$ cat config.mk
export PLATFORM = sky130hd
export DESIGN_NAME = bip_debug_tx
export DESIGN_NICKNAME = d
export VERILOG_FILES = /design/src/rtl/bip_debug_pkg.sv /design/src/rtl/bip_debug_tx_uart.sv /design/src/rtl/bip_debug_tx.sv
export SDC_FILE = /design/constraint.sdc
export NUM_CORES = 1
export LEC_CHECK = 0
export BUFFER_PORTS_ARGS = -buffer_cell sky130_fd_sc_hd__buf_4
export CAP_MARGIN = 20
export CORE_ASPECT_RATIO = 1.5
export CORE_MARGIN = 3
export CORE_UTILIZATION = 30
export CTS_BUF_LIST = sky130_fd_sc_hd__clkbuf_4 sky130_fd_sc_hd__clkbuf_8
export DETAILED_ROUTE_END_ITERATION = 10
export SLEW_MARGIN = 25
export SYNTH_ARGS = -nofsm -noshare
export SYNTH_HDL_FRONTEND = slang
export SYNTH_SLANG_ARGS = --single-unit
$ cat constraint.sdc
create_clock -name CLK -period 3.57 [get_ports CLK]
set_input_delay 0.1785 -clock CLK [delete_from_list [all_inputs] [get_ports CLK]]
set_output_delay 0.1785 -clock CLK [all_outputs]
set_load 0.05 [all_outputs]
$ cat src/rtl/bip_debug_pkg.sv
// Shared types and constants for the BIP debug report transmitter.
// Packet framing constants and the two FSM state encodings.
package bip_debug_pkg;

  localparam logic [7:0] SYNC_BYTE = 8'hA5;
  localparam int PKT_BYTES = 9;

  typedef enum logic [1:0] {
    P_IDLE,
    P_SEND,
    P_FIN
  } pkt_state_t;

  typedef enum logic [1:0] {
    B_IDLE,
    B_START,
    B_DATA,
    B_STOP
  } byte_state_t;

endpackage

$ cat src/rtl/bip_debug_tx_uart.sv
// 8N1 byte serializer with its own baud counter.
// ready also rises in the final stop cycle so frames chain back-to-back.
module uart_tx_byte
  import bip_debug_pkg::*;
#(
  parameter int CLKS_PER_BIT = 5208
) (
  input  logic       CLK,
  input  logic       RESET,
  input  logic [7:0] data,
  input  logic       valid,
  output logic       ready,
  output logic       tx
);

  localparam int CW = $clog2(CLKS_PER_BIT);
  localparam logic [CW-1:0] LAST = CW'(CLKS_PER_BIT - 1);

  byte_state_t state, nstate;
  logic [CW-1:0] cnt;
  logic [2:0]    bit_idx, nbit;
  logic [7:0]    dreg;
  logic          wrap, accept, tx_d;

  assign wrap = cnt == LAST;

  always_ff @(posedge CLK) begin
    if (!RESET) state <= B_IDLE;
    else        state <= nstate;
  end

  always_comb begin
    nstate = state;
    unique case (state)
      B_IDLE:  if (valid) nstate = B_START;
      B_START: if (wrap) nstate = B_DATA;
      B_DATA:  if (wrap && bit_idx == 3'd7) nstate = B_STOP;
      B_STOP:  if (wrap) nstate = valid ? B_START : B_IDLE;
      default: nstate = B_IDLE;
    endcase
  end

  always_comb begin
    ready  = (state == B_IDLE) || (state == B_STOP && wrap);
    accept = ready && valid;
    nbit   = bit_idx;
    if (state == B_START)        nbit = 3'd0;
    if (state == B_DATA && wrap) nbit = bit_idx + 3'd1;
    unique case (nstate)
      B_START: tx_d = 1'b0;
      B_DATA:  tx_d = dreg[nbit];
      default: tx_d = 1'b1;
    endcase
  end

  // tx comes straight from a flop so the line never glitches
  always_ff @(posedge CLK) begin
    if (!RESET) begin
      cnt     <= '0;
      bit_idx <= '0;
      dreg    <= '0;
      tx      <= 1'b1;
    end else begin
      tx      <= tx_d;
      bit_idx <= nbit;
      if (accept) begin
        cnt  <= '0;
        dreg <= data;
      end else if (state != B_IDLE) begin
        cnt <= wrap ? '0 : cnt + CW'(1);
      end
    end
  end

endmodule

$ cat src/rtl/bip_debug_tx.sv
// Latches final BIP state on HALT and reports it as a 9-byte UART packet.
// Owns edge detect, capture, byte mux, packet FSM, BUSY and DONE.
module bip_debug_tx
  import bip_debug_pkg::*;
#(
  parameter int CLKS_PER_BIT = 5208,
  parameter int PC_W         = 11,
  parameter int DATA_W       = 16,
  parameter int CNT_W        = 32
) (
  input  logic              CLK,
  input  logic              RESET,
  input  logic              HALT,
  input  logic [PC_W-1:0]   PC,
  input  logic [DATA_W-1:0] ACC,
  input  logic [CNT_W-1:0]  CYCLES,
  output logic              TX,
  output logic              BUSY,
  output logic              DONE
);

  pkt_state_t state, nstate;
  logic              halt_q, busy_q, start, last;
  logic              valid, ready;
  logic [3:0]        byte_idx;
  logic [PC_W-1:0]   pc_l;
  logic [DATA_W-1:0] acc_l;
  logic [CNT_W-1:0]  cyc_l;
  logic [15:0]       pc16, acc16;
  logic [31:0]       cyc32;
  logic [7:0]        byte_d;

  // SEND is excluded too: BUSY lags the state by one cycle
  assign start = HALT && !halt_q && !busy_q && (state != P_SEND);
  assign last  = byte_idx == 4'(PKT_BYTES);
  assign BUSY  = busy_q;

  always_ff @(posedge CLK) begin
    if (!RESET) state <= P_IDLE;
    else        state <= nstate;
  end

  always_comb begin
    nstate = state;
    unique case (state)
      P_IDLE:  if (start) nstate = P_SEND;
      P_SEND:  if (last && ready) nstate = P_FIN;
      P_FIN:   nstate = start ? P_SEND : P_IDLE;
      default: nstate = P_IDLE;
    endcase
  end

  always_comb begin
    valid = (state == P_SEND) && !last;
    DONE  = state == P_FIN;
  end

  always_ff @(posedge CLK) begin
    if (!RESET) begin
      halt_q   <= 1'b0;
      busy_q   <= 1'b0;
      byte_idx <= '0;
      pc_l     <= '0;
      acc_l    <= '0;
      cyc_l    <= '0;
    end else begin
      halt_q <= HALT;
      if (start) begin
        pc_l     <= PC;
        acc_l    <= ACC;
        cyc_l    <= CYCLES;
        byte_idx <= '0;
      end else if (valid && ready) begin
        byte_idx <= byte_idx + 4'd1;
      end
      if (valid && ready)
        busy_q <= 1'b1;
      else if (state == P_SEND && last && ready)
        busy_q <= 1'b0;
    end
  end

  assign pc16  = 16'(pc_l);
  assign acc16 = 16'(acc_l);
  assign cyc32 = 32'(cyc_l);

  always_comb begin
    case (byte_idx)
      4'd1:    byte_d = pc16[7:0];
      4'd2:    byte_d = pc16[15:8];
      4'd3:    byte_d = acc16[7:0];
      4'd4:    byte_d = acc16[15:8];
      4'd5:    byte_d = cyc32[7:0];
      4'd6:    byte_d = cyc32[15:8];
      4'd7:    byte_d = cyc32[23:16];
      4'd8:    byte_d = cyc32[31:24];
      default: byte_d = SYNC_BYTE;
    endcase
  end

  uart_tx_byte #(
    .CLKS_PER_BIT(CLKS_PER_BIT)
  ) u_uart (
    .CLK  (CLK),
    .RESET(RESET),
    .data (byte_d),
    .valid(valid),
    .ready(ready),
    .tx   (TX)
  );

endmodule

== Word-level counts from Yosys, hierarchy flattened ==
Index checks and enable logic that the tools add are counted.

* Flip-flop bits (word level): 94
* Bits of input ports: 62
* Logic and storage cells: 79

* Add/subtract/negate cells: 3
* Magnitude comparators: 1
* Equality and inequality tests: 21
* Multiplexer cells: 19
* Bitwise logic cells: 1
* Reduce and logical (&&, ||, !) cells: 22

{| class="wikitable"
|+ Operator list
! operator !! count
|-
| $pmux W8 S8 || 1
|-
| $eq A4 B3 Y1 const B || 4
|-
| $add A13 B1 Y13 const B || 1
|-
| $eq A13 B13 Y1 const B || 1
|-
| $mux W13 || 1
|-
| $mux W2 || 6
|-
| $logic_and A1 B1 Y1 || 11
|-
| $eq A2 B2 Y1 const B || 4
|-
| $eq A4 B2 Y1 const B || 2
|-
| $eq A4 B4 Y1 const B || 2
|-
| $pmux W2 S4 || 1
|-
| $eq A2 B1 Y1 const B || 3
|-
| $mux W3 || 2
|-
| $pmux W2 S3 || 1
|-
| $mux W1 || 5
|-
| $add A4 B1 Y4 const B || 1
|-
| $eq A4 B1 Y1 const B || 1
|-
| $logic_not A2 Y1 || 2
|-
| $lt A3 B4 Y1 const B || 1
|-
| $ne A2 B2 Y1 const B || 2
|-
| $reduce_bool A2 Y1 || 2
|-
| $reduce_or A2 Y1 || 2
|-
| $add A3 B1 Y3 const B || 1
|-
| $bmux W1 S3 || 1
|-
| other kinds (7) || 9
|}

== Longest topological paths before layout ==
Gate-level depths: netlist of run 1.

* Depth in word-level cells: 8
* Depth in mapped cells: 10

== By module ==
Synthesis of run 1 repeated with hierarchy kept, for this count alone.

* Cells, all modules: 547
* Area, all modules: 4757.1 um^2

{| class="wikitable"
|+ By module, submodules not included
! module !! times used !! cells an instance !! area an instance (um^2)
|-
| bip_debug_tx || 1 || 386 || 3278.1
|-
| uart_tx_byte || 1 || 161 || 1478.9
|}

== Worst setup path before layout of run 1 ==
Ideal clock, no wire load.

* Kind: register to register
* From: register u_uart.cnt[0]
* To: register u_uart.tx
* Setup time: 0.141 ns
* Arrival time: 1.951 ns
* Data required time: 3.429 ns
* Slack: 1.477 ns
* Stages on the path, launching flop included: 8
* Path buffers: 0
* Cell sequence: dfxtp_1 > ha_1 > nand4bb_4 > or4_4 > o211ai_4 > mux2_2 > o21ai_1 > o2111ai_1

* Cells in the longest elaborated chain, start to end: 6

{| class="wikitable"
|+ Ends and longest elaborated chain
! element !! line !! RTL
|-
| start: declaration || bip_debug_tx_uart.sv:20 || <nowiki>logic [CW-1:0] cnt;</nowiki>
|-
| start signal: assignment || bip_debug_tx_uart.sv:70 || <nowiki>cnt <= wrap ? '0 : cnt + CW'(1);</nowiki>
|-
| $eq A13 B13 Y1 (*) || bip_debug_tx_uart.sv:25 || <nowiki>assign wrap = cnt == LAST;</nowiki>
|-
| $logic_and A1 B1 Y1, on equally long branches || bip_debug_tx_uart.sv:48, bip_debug_tx_uart.sv:37 ||
|-
| $mux W3 or $mux W2 (tied branches) || bip_debug_tx_uart.sv:48, bip_debug_tx_uart.sv:37 ||
|-
| $bmux W1 S3 or $pmux W2 S4 (tied branches) || bip_debug_tx_uart.sv:51, bip_debug_tx_uart.sv:34 ||
|-
| $mux W1 (not written as such) (tied with other cells) || bip_debug_tx_uart.sv:51 || <nowiki>B_DATA: tx_d = dreg[nbit];</nowiki>
|-
| $pmux W1 S2 (*) || bip_debug_tx_uart.sv:49 || <nowiki>unique case (nstate)</nowiki>
|-
| end signal: assignment || bip_debug_tx_uart.sv:64 || <nowiki>tx <= tx_d;</nowiki>
|-
| end: declaration || bip_debug_tx_uart.sv:13 || <nowiki>output logic tx</nowiki>
|}

Every way passes the cells marked *; elsewhere a longest branch is shown, timed or not. The select of a mux whose other input is x is not followed.
A chain may end at the register's enable or synchronous reset.

== Worst setup path after layout of run 1 ==
* From: register byte_idx[1]
* To: register u_uart.dreg[3]

* Cells in the longest elaborated chain, start to end: 4

{| class="wikitable"
|+ Ends and longest elaborated chain
! element !! line !! RTL
|-
| start: declaration || bip_debug_tx.sv:25 || <nowiki>logic [3:0] byte_idx;</nowiki>
|-
| start signal: assignment || bip_debug_tx.sv:74 || <nowiki>byte_idx <= byte_idx + 4'd1;</nowiki>
|-
| branches (longest 4 deep; another with $pmux W8 S8) || - ||
|-
| end signal: assignment || bip_debug_tx_uart.sv:68 || <nowiki>dreg <= data;</nowiki>
|-
| end: declaration || bip_debug_tx_uart.sv:22 || <nowiki>logic [7:0] dreg;</nowiki>
|}

Several ways; the timed one is not identified.

==> impl_metrics.tcl, run 1 <==
set metrics [dict create \
    outcome "completed" \
    finalSetupViolCount 0 \
    final.setup_skew_ps 10.3 \
    p_leak_nw 1.80 \
    drtAntennaViolNets 0 \
    nFillCells 1463 \
    path_cells "inv_1 > ha_1 > and3b_1 > a21oi_1 > nand2_1 > a21oi_2 > buf_4 > nor2_1 > a211oi_1" \
    synth_seq_cells 94 \
    min_period_over_period_pct 72.1 \
    cp.depth 9 \
    rsz0062_at_grt "false" \
    drt_iter0_markers 193 \
    cp_top_family "compound AO/OA/AOI/OAI gates" \
    power.switching_mw 0.608 \
    timing.rr.end "u_uart.dreg[3]$_SDFFE_PN0P_" \
    port_buffers 64 \
    combPwrFrac_pct 13.7 \
    drc 0 \
    timing.critical_path.to "u_uart.dreg[3]$_SDFFE_PN0P_" \
    ctsResizeCount 0 \
    grt.overflow.total 0 \
    syn_avg_cell_area_um2 7.95 \
    die_h_um 151 \
    crit_type "reg -> reg" \
    routedWlPerCell_um 15.1 \
    synth_xor_area_share_pct 3.32 \
    timing.final.max_slew_violations 0 \
    initial_core_util_pct 30.9 \
    grt_pass1_wl_um 17900 \
    async_flop_share_pct 0 \
    final_nets 638 \
    crit_required_ps 3840 \
    fp-row-count 52 \
    r2r_start "byte_idx[1]$_SDFFE_PP0P_" \
    synth_top_area_share_pct 44.5 \
    peakVddDrop_mv 0.259 \
    routabilityCongestion 0.811 \
    cp-start-kind "flip-flop" \
    synth.largest_area_cell "dfxtp_1" \
    crit_path_start "byte_idx[1]$_SDFFE_PP0P_" \
    synthMuxAreaShare_pct 1.48 \
    dieArea_um2 15600 \
    reg2reg_depth 9 \
    p_total_mw 2.11 \
    hold_start "HALT" \
    critical-path-max-stage-delay_ps 430 \
    path_max_fanout 18 \
    fin_cells 736 \
    tns_ps 0 \
    n_antenna_cell 0 \
    yosysSeqAreaShare_pct 44.5 \
    dp_hpwl_um 8300 \
    synth_cell_types 49 \
    synth_edf_count 0 \
    final_layout_size_suffix_gt1_share_pct 16.9 \
    final_hold_viol_count 0 \
    vias_per_cell 5.13 \
    worst_ep_arrival_time_ps 2840 \
    cts_sinks 94 \
    area_delta_synth_final_pct 18.2 \
    hold_buffers 0 \
    ys_warn_count 0 \
    antenna_found_initial 0 \
    coreArea_um2 13700 \
    holdWs_ps 32.8 \
    clk_pin_slew_ps 100 \
    grt_max_degree 60 \
    grt_usage_pct 14.6 \
    synth_top_family_by_area "simple AND/OR/NAND/NOR gates" \
    synthSimpleGateAreaFrac_pct 25.2 \
    crit_slowest_cell "a21oi_2" \
    worst_pin_slew_ps 725 \
    tritoncts "built" \
    root_buffer "clkbuf_8" \
    swShare_pct 28.8 \
    drt_first_pass_iters 5 \
    clock_latency_ps 370 \
    synth_cells 531 \
    grt_pass1_vias 3915 \
    p_int_mw 1.50 \
    syn_area_um2 4220 \
    wl_um 11100 \
    cap_violations 0 \
    cellPowerDensity_nw_per_um2 422 \
    post_cts_buffers 0 \
    synth_nets 600 \
    dp.cells 719 \
    ios 65 \
    synth.area.top_cells "dfxtp_1 (45%), nand2_1 (13%), a21oi_1 (9.0%)" \
    dieWidth_um 103 \
    r2r_slack_ps 1000 \
    seqPwrFrac_pct 54.8 \
    synthFlopType "dfxtp_1" \
    clkPwrFrac_pct 31.6 \
    worst_setup_path_end_kind "flip-flop" \
    yosys.area_share.adder_pct 2.07 \
    ctsHtreeMaxLevel 3 \
    dr_total_vias 3772 \
    max_freq_ghz 0.389 \
    cts_buffer_depth 2 \
    synth_compound_area_share_pct 19.3 \
    min_period_ps 2570 \
    hold_path.class "in -> reg" \
    cp_num_buf_inv 2 \
    slew_headroom_pct 51.6 \
    cts_made_buffers 9 \
]
flip-flops by register name, summed over array words and instances, names as in the netlist:
| name | flops |
|---|---|
| pc_l | 11 |
| u_uart.cnt | 13 |
| state | 2 |
| byte_idx | 4 |
| u_uart.state | 2 |
| u_uart.bit_idx | 3 |
| u_uart.dreg | 8 |
| acc16 | 16 |
| cyc32 | 32 |
| halt_q | 1 |
| BUSY | 1 |
| u_uart.tx | 1 |
area by class of cell:
type | instances | area, um^2 | area share (%)
multi-input cells | 392 | 2180 | 43.6
clock buffers | 9 | 124 | 2.48
flip-flops and latches | 94 | 1880 | 37.7
inverters | 4 | 15.0 | 0.301
well taps | 162 | 203 | 4.06
repair buffers | 68 | 531 | 10.6
clock inverters | 7 | 63.8 | 1.28
per-layer routing:
metal  part of all wire [%]  global-route usage [%]  routed length (um)
met5                      0                       0                   0
met4                    2.3                    6.22                 251
met3                    3.5                    2.67                 391
met2                     57                    28.1                6350
met1                     37                    15.0                4130
worst min-delay path by stage:
stage	to	cells past startpoint
floorplan	halt_q$_SDFF_PN0_	1
global placement	halt_q$_SDFF_PN0_	2
detailed placement	halt_q$_SDFF_PN0_	2
CTS	halt_q$_SDFF_PN0_	2
global route	halt_q$_SDFF_PN0_	2
finish	halt_q$_SDFF_PN0_	2
cell usage after synthesis, drive strengths merged (5+ instances only):
library cell  number
a211oi             7
a21oi             77
a222oi             8
a22oi              9
a311oi             6
buf                5
clkbuf            36
dfxtp             94
ha                 7
nand2            150
nand3             11
nor2              38
nor2b              5
o21ai              7
xnor2              5
xor2              11
worst register-to-register path: cells and delay by family, from the launching register on:
kind,cells,cell delay (ps)
AOI/OAI and AO/OA,3,770
and+or+nand+nor,3,510
DFF,1,420
adders and majority gates,1,410
buffers and inverters,2,380
layout by cell type, fill, tap and decap left out, types with 2 or more instances in the layout:
cell type	netlist	routed
mux2i_1	4	4
nor2_1	38	37
nor2b_1	5	5
a222oi_1	8	8
and2_1	3	3
xnor2_1	5	5
a22oi_1	9	9
nand4bb_4	3	3
a221oi_1	4	4
and3_1	4	4
a31oi_1	4	4
nand3_1	11	11
clkbuf_8	0	9
dfxtp_1	94	94
a21oi_1	76	76
inv_1	3	3
nor3_1	4	4
a311oi_1	6	6
buf_4	0	67
inv_8	0	2
or2_2	2	2
mux2_2	2	2
nand4_1	2	2
clkinv_4	0	2
clkinvlp_4	0	2
o21ai_0	6	6
ha_1	7	7
nand2b_1	2	2
nand2_1	150	150
xor2_1	11	11
a211oi_1	7	7
metrics by stage:
step / instance area (um^2) / utilization, % / worst slack [ps]
detailed placement: 4780 / 35.0 / 1020
finish: 4990 / 36.6 / 997
global placement: 4780 / 35.0 / 1150
CTS: 4970 / 36.4 / 988
floorplan: 4220 / - / 1480
global route: 4990 / 36.6 / 706
cells by family (layout without fill, tap and decap cells):
logic type | count (synthesis) | in the layout
AND/OR/NAND/NOR | 233 | 233
AO/OA/AOI/OAI | 130 | 130
flip-flops | 94 | 94
buffers and inverters | 45 | 88
XOR/XNOR | 16 | 16
adder cells (fa/ha/maj) | 7 | 7
multiplexers | 6 | 6
power groups by stage:
stage	clock network (mW)	logic [mW]	registers [mW]
4_1_cts	0.692	0.284	1.15
6_report	0.665	0.288	1.15
2_1_floorplan	0	0.178	1.17
5_1_grt	0.729	0.325	1.16
3_3_place_gp	0	0.275	1.18
3_5_place_dp	0	0.283	1.18
Power figures use the tool's default switching activity.
==> run 2, diff against run 1 <==
- clock period: 3.57 -> 2.2 ns (I/O delays scaled with it)
==> run 2 against run 1 <==
Compared with the run above:
- sequential share of layout area fell by 4.1 points
- first-iteration DRC count fell by 15%
- critical path depth fell by 2
- combinational power rose by 93%
- non-clock buffer count rose by 61
- count of clock-buffer cells in the layout rose by 1
- flip-flop and latch count did not move
- final area rose by 13%
- via count rose by 5.2%
- critical endpoint is now u_uart.tx$_SDFF_PN1_
- largest cell class unchanged
==> impl_metrics.tcl, run 2 (same netlist as run 1, synthesis figures left out) <==
set metrics [dict create \
    nFillCells 1375 \
    root_buffer "clkbuf_8" \
    coreArea_um2 13700 \
    hold_path.class "in -> reg" \
    p_leak_nw 2.07 \
    finalWorstSetupSlack_ps 91.2 \
    wl_um 11500 \
    pre_cts_ws_ps 6.77 \
    cap_violations 0 \
    fin_util_pct 41.2 \
    drt_first_pass_iters 4 \
    ctsHtreeMaxLevel 3 \
    dp.cells 732 \
    dieArea_um2 15600 \
    slew_headroom_pct 67.2 \
    antenna_found_initial 0 \
    final_hold_viol_count 0 \
    routabilityCongestion 0.799 \
    crit_required_ps 2450 \
    max_freq_ghz 0.474 \
    crit_type "reg -> reg" \
    dr_total_vias 3969 \
    n_antenna_cell 0 \
    grt_pass1_wl_um 18600 \
    min_period_ps 2110 \
    routedWlPerCell_um 14.4 \
    grt.overflow.total 0 \
    timing.rr.end "u_uart.tx$_SDFF_PN1_" \
    cts_made_buffers 9 \
    grt_max_degree 61 \
    worst_setup_path_end_kind "flip-flop" \
    tns_ps 0 \
    area_delta_synth_final_pct 33.1 \
    dieWidth_um 103 \
    placed_area_um2 4900 \
    worst_ep_arrival_time_ps 2350 \
    p_total_mw 3.50 \
    cellPowerDensity_nw_per_um2 622 \
    hold_start "PC[5]" \
    drc 0 \
    hold_path_end "pc_l[5]$_SDFFE_PN0P_" \
    peakVddDrop_mv 0.264 \
    path_max_fanout 5 \
    r2r_slack_ps 90 \
    drtAntennaViolNets 0 \
    final_layout_size_suffix_gt1_share_pct 18.9 \
    clk_pin_slew_ps 90 \
    grt_pass1_vias 3989 \
    dp_hpwl_um 8160 \
    finalSetupViolCount 0 \
    clock_latency_ps 370 \
    cts_sinks 94 \
    fin_area_um2 5620 \
    fp-row-count 52 \
    die_h_um 151 \
    outcome "completed" \
    worst_pin_slew_ps 488 \
    mostFrequentLayoutCell "nand2_1" \
    worstHoldPathCells 3 \
    largest_reg_flops 32 \
    drt_iter0_markers 165 \
    vias_per_cell 4.98 \
    reg2reg_depth 7 \
    final_cell_mix "nand2_1 (149), dfxtp_1 (91), buf_4 (78), a21oi_1 (76), dlygate4sd3_1 (47)" \
    port_buffers 64 \
    tritoncts "built" \
    ios 65 \
    fin_cells 797 \
    final_nets 699 \
    cp-start-kind "flip-flop" \
    min_period_over_period_pct 95.9 \
    grt_usage_pct 15.2 \
    initial_core_util_pct 30.9 \
    holdWs_ps 9.06 \
    final.setup_skew_ps 14.9 \
    r2r_start "u_uart.cnt[1]$_SDFFE_PP0P_" \
    cts_buffer_depth 2 \
    timing.final.max_slew_violations 0 \
]
==> run 2: changes by cell type in the layout (fill, tap and decap cells not counted), moves of 2 or more <==
| cell | previous run | this run |
|---|---|---|
| dlygate4sd3_1 | 0 | 47 |
| buf_4 | 67 | 78 |
| buf_12 | 0 | 3 |
| dfxtp_1 | 94 | 91 |
| dfxtp_2 | 0 | 2 |
| ha_1 | 7 | 5 |
| inv_8 | 2 | 0 |
==> run 2: per-layer routing <==
metal | wire [um] | vias up | GRT usage (%)
met4 | 312 | 0 | 6.93
met5 | 0 | - | 0
li1 | - | 2021 | -
met1 | 4450 | 1850 | 16.1
met3 | 316 | 19 | 2.40
met2 | 6400 | 79 | 28.8
==> run 2: layout make-up <==
type,count,area [um^2],share of cell area [%]
repair buffers,129,1130,20.0
clock inverters,6,46.3,0.823
well taps,162,203,3.60
clock buffers,10,131,2.34
multi-input cells,392,2210,39.4
inverters,4,15.0,0.267
flip-flops and latches,94,1890,33.6
==> run 2: report_power, final <==
part | switching [mW] | internal, mW | total (mW)
logic | 0.289 | 0.269 | 0.557
clock network | 0.640 | 0.432 | 1.07
registers | 0.0684 | 1.80 | 1.87
==> run 2: what timing repair did <==
action / 4_1_cts / 5_1_grt
setup endpoints to repair: 1 / 18
gates cloned: 0 / 0
hold buffers: 47 / 0
resized for setup: 2 / 12
pin swaps: 0 / 1
endpoints found under the hold margin: 47 / 0
setup buffers: 0 / 1
==> run 2: how the worst max path moves through the flow <==
stage	start	to	slack [ps]	cells after the start
6_report	u_uart.cnt[1]$_SDFFE_PP0P_	u_uart.tx$_SDFF_PN1_	90	7
3_5_place_dp	u_uart.cnt[0]$_SDFFE_PP0P_	u_uart.tx$_SDFF_PN1_	7	8
3_3_place_gp	u_uart.cnt[0]$_SDFFE_PP0P_	u_uart.tx$_SDFF_PN1_	70	7
5_1_grt	u_uart.cnt[0]$_SDFFE_PP0P_	u_uart.tx$_SDFF_PN1_	-6	7
4_1_cts	u_uart.cnt[0]$_SDFFE_PP0P_	u_uart.tx$_SDFF_PN1_	6	7
2_1_floorplan	u_uart.cnt[0]$_SDFFE_PP0P_	u_uart.tx$_SDFF_PN1_	110	7
==> run 2: worst max-delay path, cell delays in order (launching register included) <==
cell	delay, ps
dfxtp_2	380
ha_4	160
nand4bb_4	140
or4_4	550
o211ai_4	150
mux2_2	380
o21ai_2	110
o2111ai_1	120
==> run 3, diff against run 2 <==
- ABC_AREA: default -> 1
==> run 3 against run 2 <==
Compared with the run above:
- via count shrank 4.7%
- final area is 10% lower
- fmax increased by 9.6%
- global-route usage down 0.57 points
- first-iteration DRC count increased by 10%
- area after synthesis fell by 0.74%
- sequential share of layout area increased by 3.7 points
- die area decreased by 0.71%
- flip-flop and latch count stayed put
- critical endpoint unchanged
- largest power group unchanged
- highest routed layer unchanged
==> impl_metrics.tcl, run 3 <==
set metrics [dict create \
    outcome "completed" \
    synthFlopType "dfxtp_1" \
    drtAntennaViolNets 0 \
    final_layout_size_suffix_gt1_share_pct 17.0 \
    peakVddDrop_mv 0.315 \
    r2r_start "u_uart.cnt[0]$_SDFFE_PP0P_" \
    grt_pass1_wl_um 17700 \
    max_freq_ghz 0.520 \
    largest_reg_flops 32 \
    initial_core_util_pct 30.8 \
    drt_iter0_markers 182 \
    rsz0062_at_grt "false" \
    area_delta_synth_final_pct 20.5 \
    final_hold_viol_count 0 \
    multiInputGateArea_um2 1860 \
    syn_avg_cell_area_um2 7.64 \
    min_period_ps 1920 \
    cellPowerDensity_nw_per_um2 708 \
    final_cell_mix "inv_1 (96), dfxtp_1 (94), o21ai_0 (69), buf_4 (67), a21oi_1 (66)" \
    worst_ep_arrival_time_ps 2200 \
    ys_warn_count 0 \
    synth.area.top_cells "dfxtp_1 (45%), inv_1 (8.6%), o21ai_0 (8.2%)" \
    synth.largest_area_cell "dfxtp_1" \
    crit_type "reg -> reg" \
    hold_start "CYCLES[30]" \
    mostFrequentLayoutCell "inv_1" \
    dp_hpwl_um 8560 \
    hold_buffers 1 \
    fp-row-count 52 \
    final_nets 677 \
    post_cts_buffers 0 \
    n_antenna_cell 0 \
    slew_headroom_pct 73.4 \
    finalSetupViolCount 0 \
    seq_area_um2 1880 \
    holdWs_ps 12.6 \
    nFillCells 1395 \
    drt_first_pass_iters 4 \
    timing.final.max_slew_violations 0 \
    finalWorstSetupSlack_ps 275 \
    dp.cells 758 \
    dr_total_vias 3781 \
    routabilityCongestion 0.922 \
    tritoncts "built" \
    yosysSeqAreaShare_pct 44.9 \
    p_leak_nw 2.07 \
    synth_seq_cells 94 \
    dieWidth_um 103 \
    ctsResizeCount 0 \
    synth_cells 549 \
    crit_slowest_cell "dfxtp_1" \
    synth_common_cells "inv_1 (96), dfxtp_1 (94), o21ai_0 (69)" \
    syn_area_um2 4190 \
    grt_usage_pct 14.7 \
    port_buffers 64 \
    vias_per_cell 4.88 \
    tns_ps 0 \
    cp-start-kind "flip-flop" \
    cts_sinks 94 \
    grt_pass1_vias 3672 \
    synth_edf_count 0 \
    fin_util_pct 37.2 \
    hold_path.class "in -> reg" \
    crit_path_start "u_uart.cnt[0]$_SDFFE_PP0P_" \
    synth_top_area_share_pct 44.9 \
    cts_made_buffers 9 \
    wl_um 11000 \
    pre_cts_ws_ps 302 \
    clk_pin_slew_ps 90 \
    worst_pin_slew_ps 395 \
    r2r_slack_ps 280 \
    cp_common_cell "nand2_1" \
    worst_setup_path_end_kind "flip-flop" \
    critical-path-max-stage-delay_ps 380 \
    synth_nets 618 \
    root_buffer "clkbuf_8" \
    dieArea_um2 15500 \
    ctsHtreeMaxLevel 3 \
    ios 65 \
    fin_cells 775 \
    routedWlPerCell_um 14.2 \
    async_flop_share_pct 0 \
    crit_required_ps 2470 \
    clock_latency_ps 370 \
    final.setup_skew_ps 7.79 \
    grt.overflow.total 0 \
    path_cells "ha_1 > nand2_1 > clkinv_1 > nand2_1 > nor2_4 > nand3_1 > nand2_1 > nand3_1 > nand3_1 > nand2_1 > nand2_1 > nand3_1 > nand2_1 > inv_1" \
    reg2reg_depth 14 \
    min_period_over_period_pct 87.5 \
    synth_cell_types 39 \
    antenna_found_initial 0 \
    coreArea_um2 13600 \
    cts_buffer_depth 2 \
    cap_violations 0 \
    grt_max_degree 77 \
    synth_most_common_cell "inv_1" \
    die_h_um 151 \
    timing.rr.end "u_uart.tx$_SDFF_PN1_" \
    timing.critical_path.to "u_uart.tx$_SDFF_PN1_" \
    path_max_fanout 5 \
    drc 0 \
]
[run 3: changes by cell type after synthesis, sizes merged, moves of 16 or more]
| cell | previous run | this run |
|---|---|---|
| inv | 4 | 98 |
| nand2 | 150 | 66 |
| o21ai | 7 | 71 |
| o22ai | 1 | 23 |
| clkbuf | 36 | 18 |
| nand3 | 11 | 27 |
[run 3: metrics by stage]
stage               total power [mW]  cell area [um^2]
global route                    3.75              5050
detailed placement              2.46              4840
finish                          3.58              5050
global placement                2.44              4840
CTS                             3.61              5050
floorplan                       2.24              4190
[run 3: worst min path at each step]
| stage | end | slack [ps] | depth (start not counted) |
|---|---|---|---|
| after global routing | cyc32[23]$_SDFFE_PN0P_ | 20 | 3 |
| after global placement | halt_q$_SDFF_PN0_ | 340 | 3 |
| after detailed placement | halt_q$_SDFF_PN0_ | 340 | 3 |
| after floorplan | halt_q$_SDFF_PN0_ | 200 | 2 |
| final | cyc32[30]$_SDFFE_PN0P_ | 10 | 3 |
| after CTS | cyc32[30]$_SDFFE_PN0P_ | 4 | 3 |
[run 3: layer usage]
metal / GRT usage (%) / share of wire, % / vias up
li1: - / - / 1936
met1: 16.5 / 40 / 1737
met2: 26.3 / 53 / 86
met3: 3.04 / 3.7 / 22
met4: 6.17 / 3.0 / 0
met5: 0 / 0 / -
[run 3: cell families (layout without fill, tap and decap cells)]
logic type               count (synthesis)  count (layout)  synth area share (%)
adder cells (fa/ha/maj)                  7               7                  2.09
AO/OA/AOI/OAI                          173             173                  22.7
AND/OR/NAND/NOR                        147             147                  17.7
XOR/XNOR                                 7               7                  1.46
buffers and inverters                  121             185                  11.1
flip-flops                              94              94                  44.9
[run 3: where the power goes]
group,switching [mW],internal [mW],leakage (nW)
Clock,0.614,0.552,0.102
Sequential,0.0479,1.83,0.771
Combinational,0.329,0.203,1.20
[run 3: final cells by class]
class / instances / area share, %
multi-input cells: 334 / 36.7
inverters: 100 / 7.53
flip-flops and latches: 94 / 37.2
clock buffers: 10 / 2.72
clock inverters: 6 / 1.21
repair buffers: 69 / 10.5
well taps: 162 / 4.01
[run 3: worst max-delay path: cells and delay by family, from the launching register on]
| kind | cells | cell delay, ps |
|---|---|---|
| DFF | 1 | 380 |
| adders and majority gates | 1 | 180 |
| and+or+nand+nor | 11 | 1170 |
| buffers and inverters | 2 | 90 |
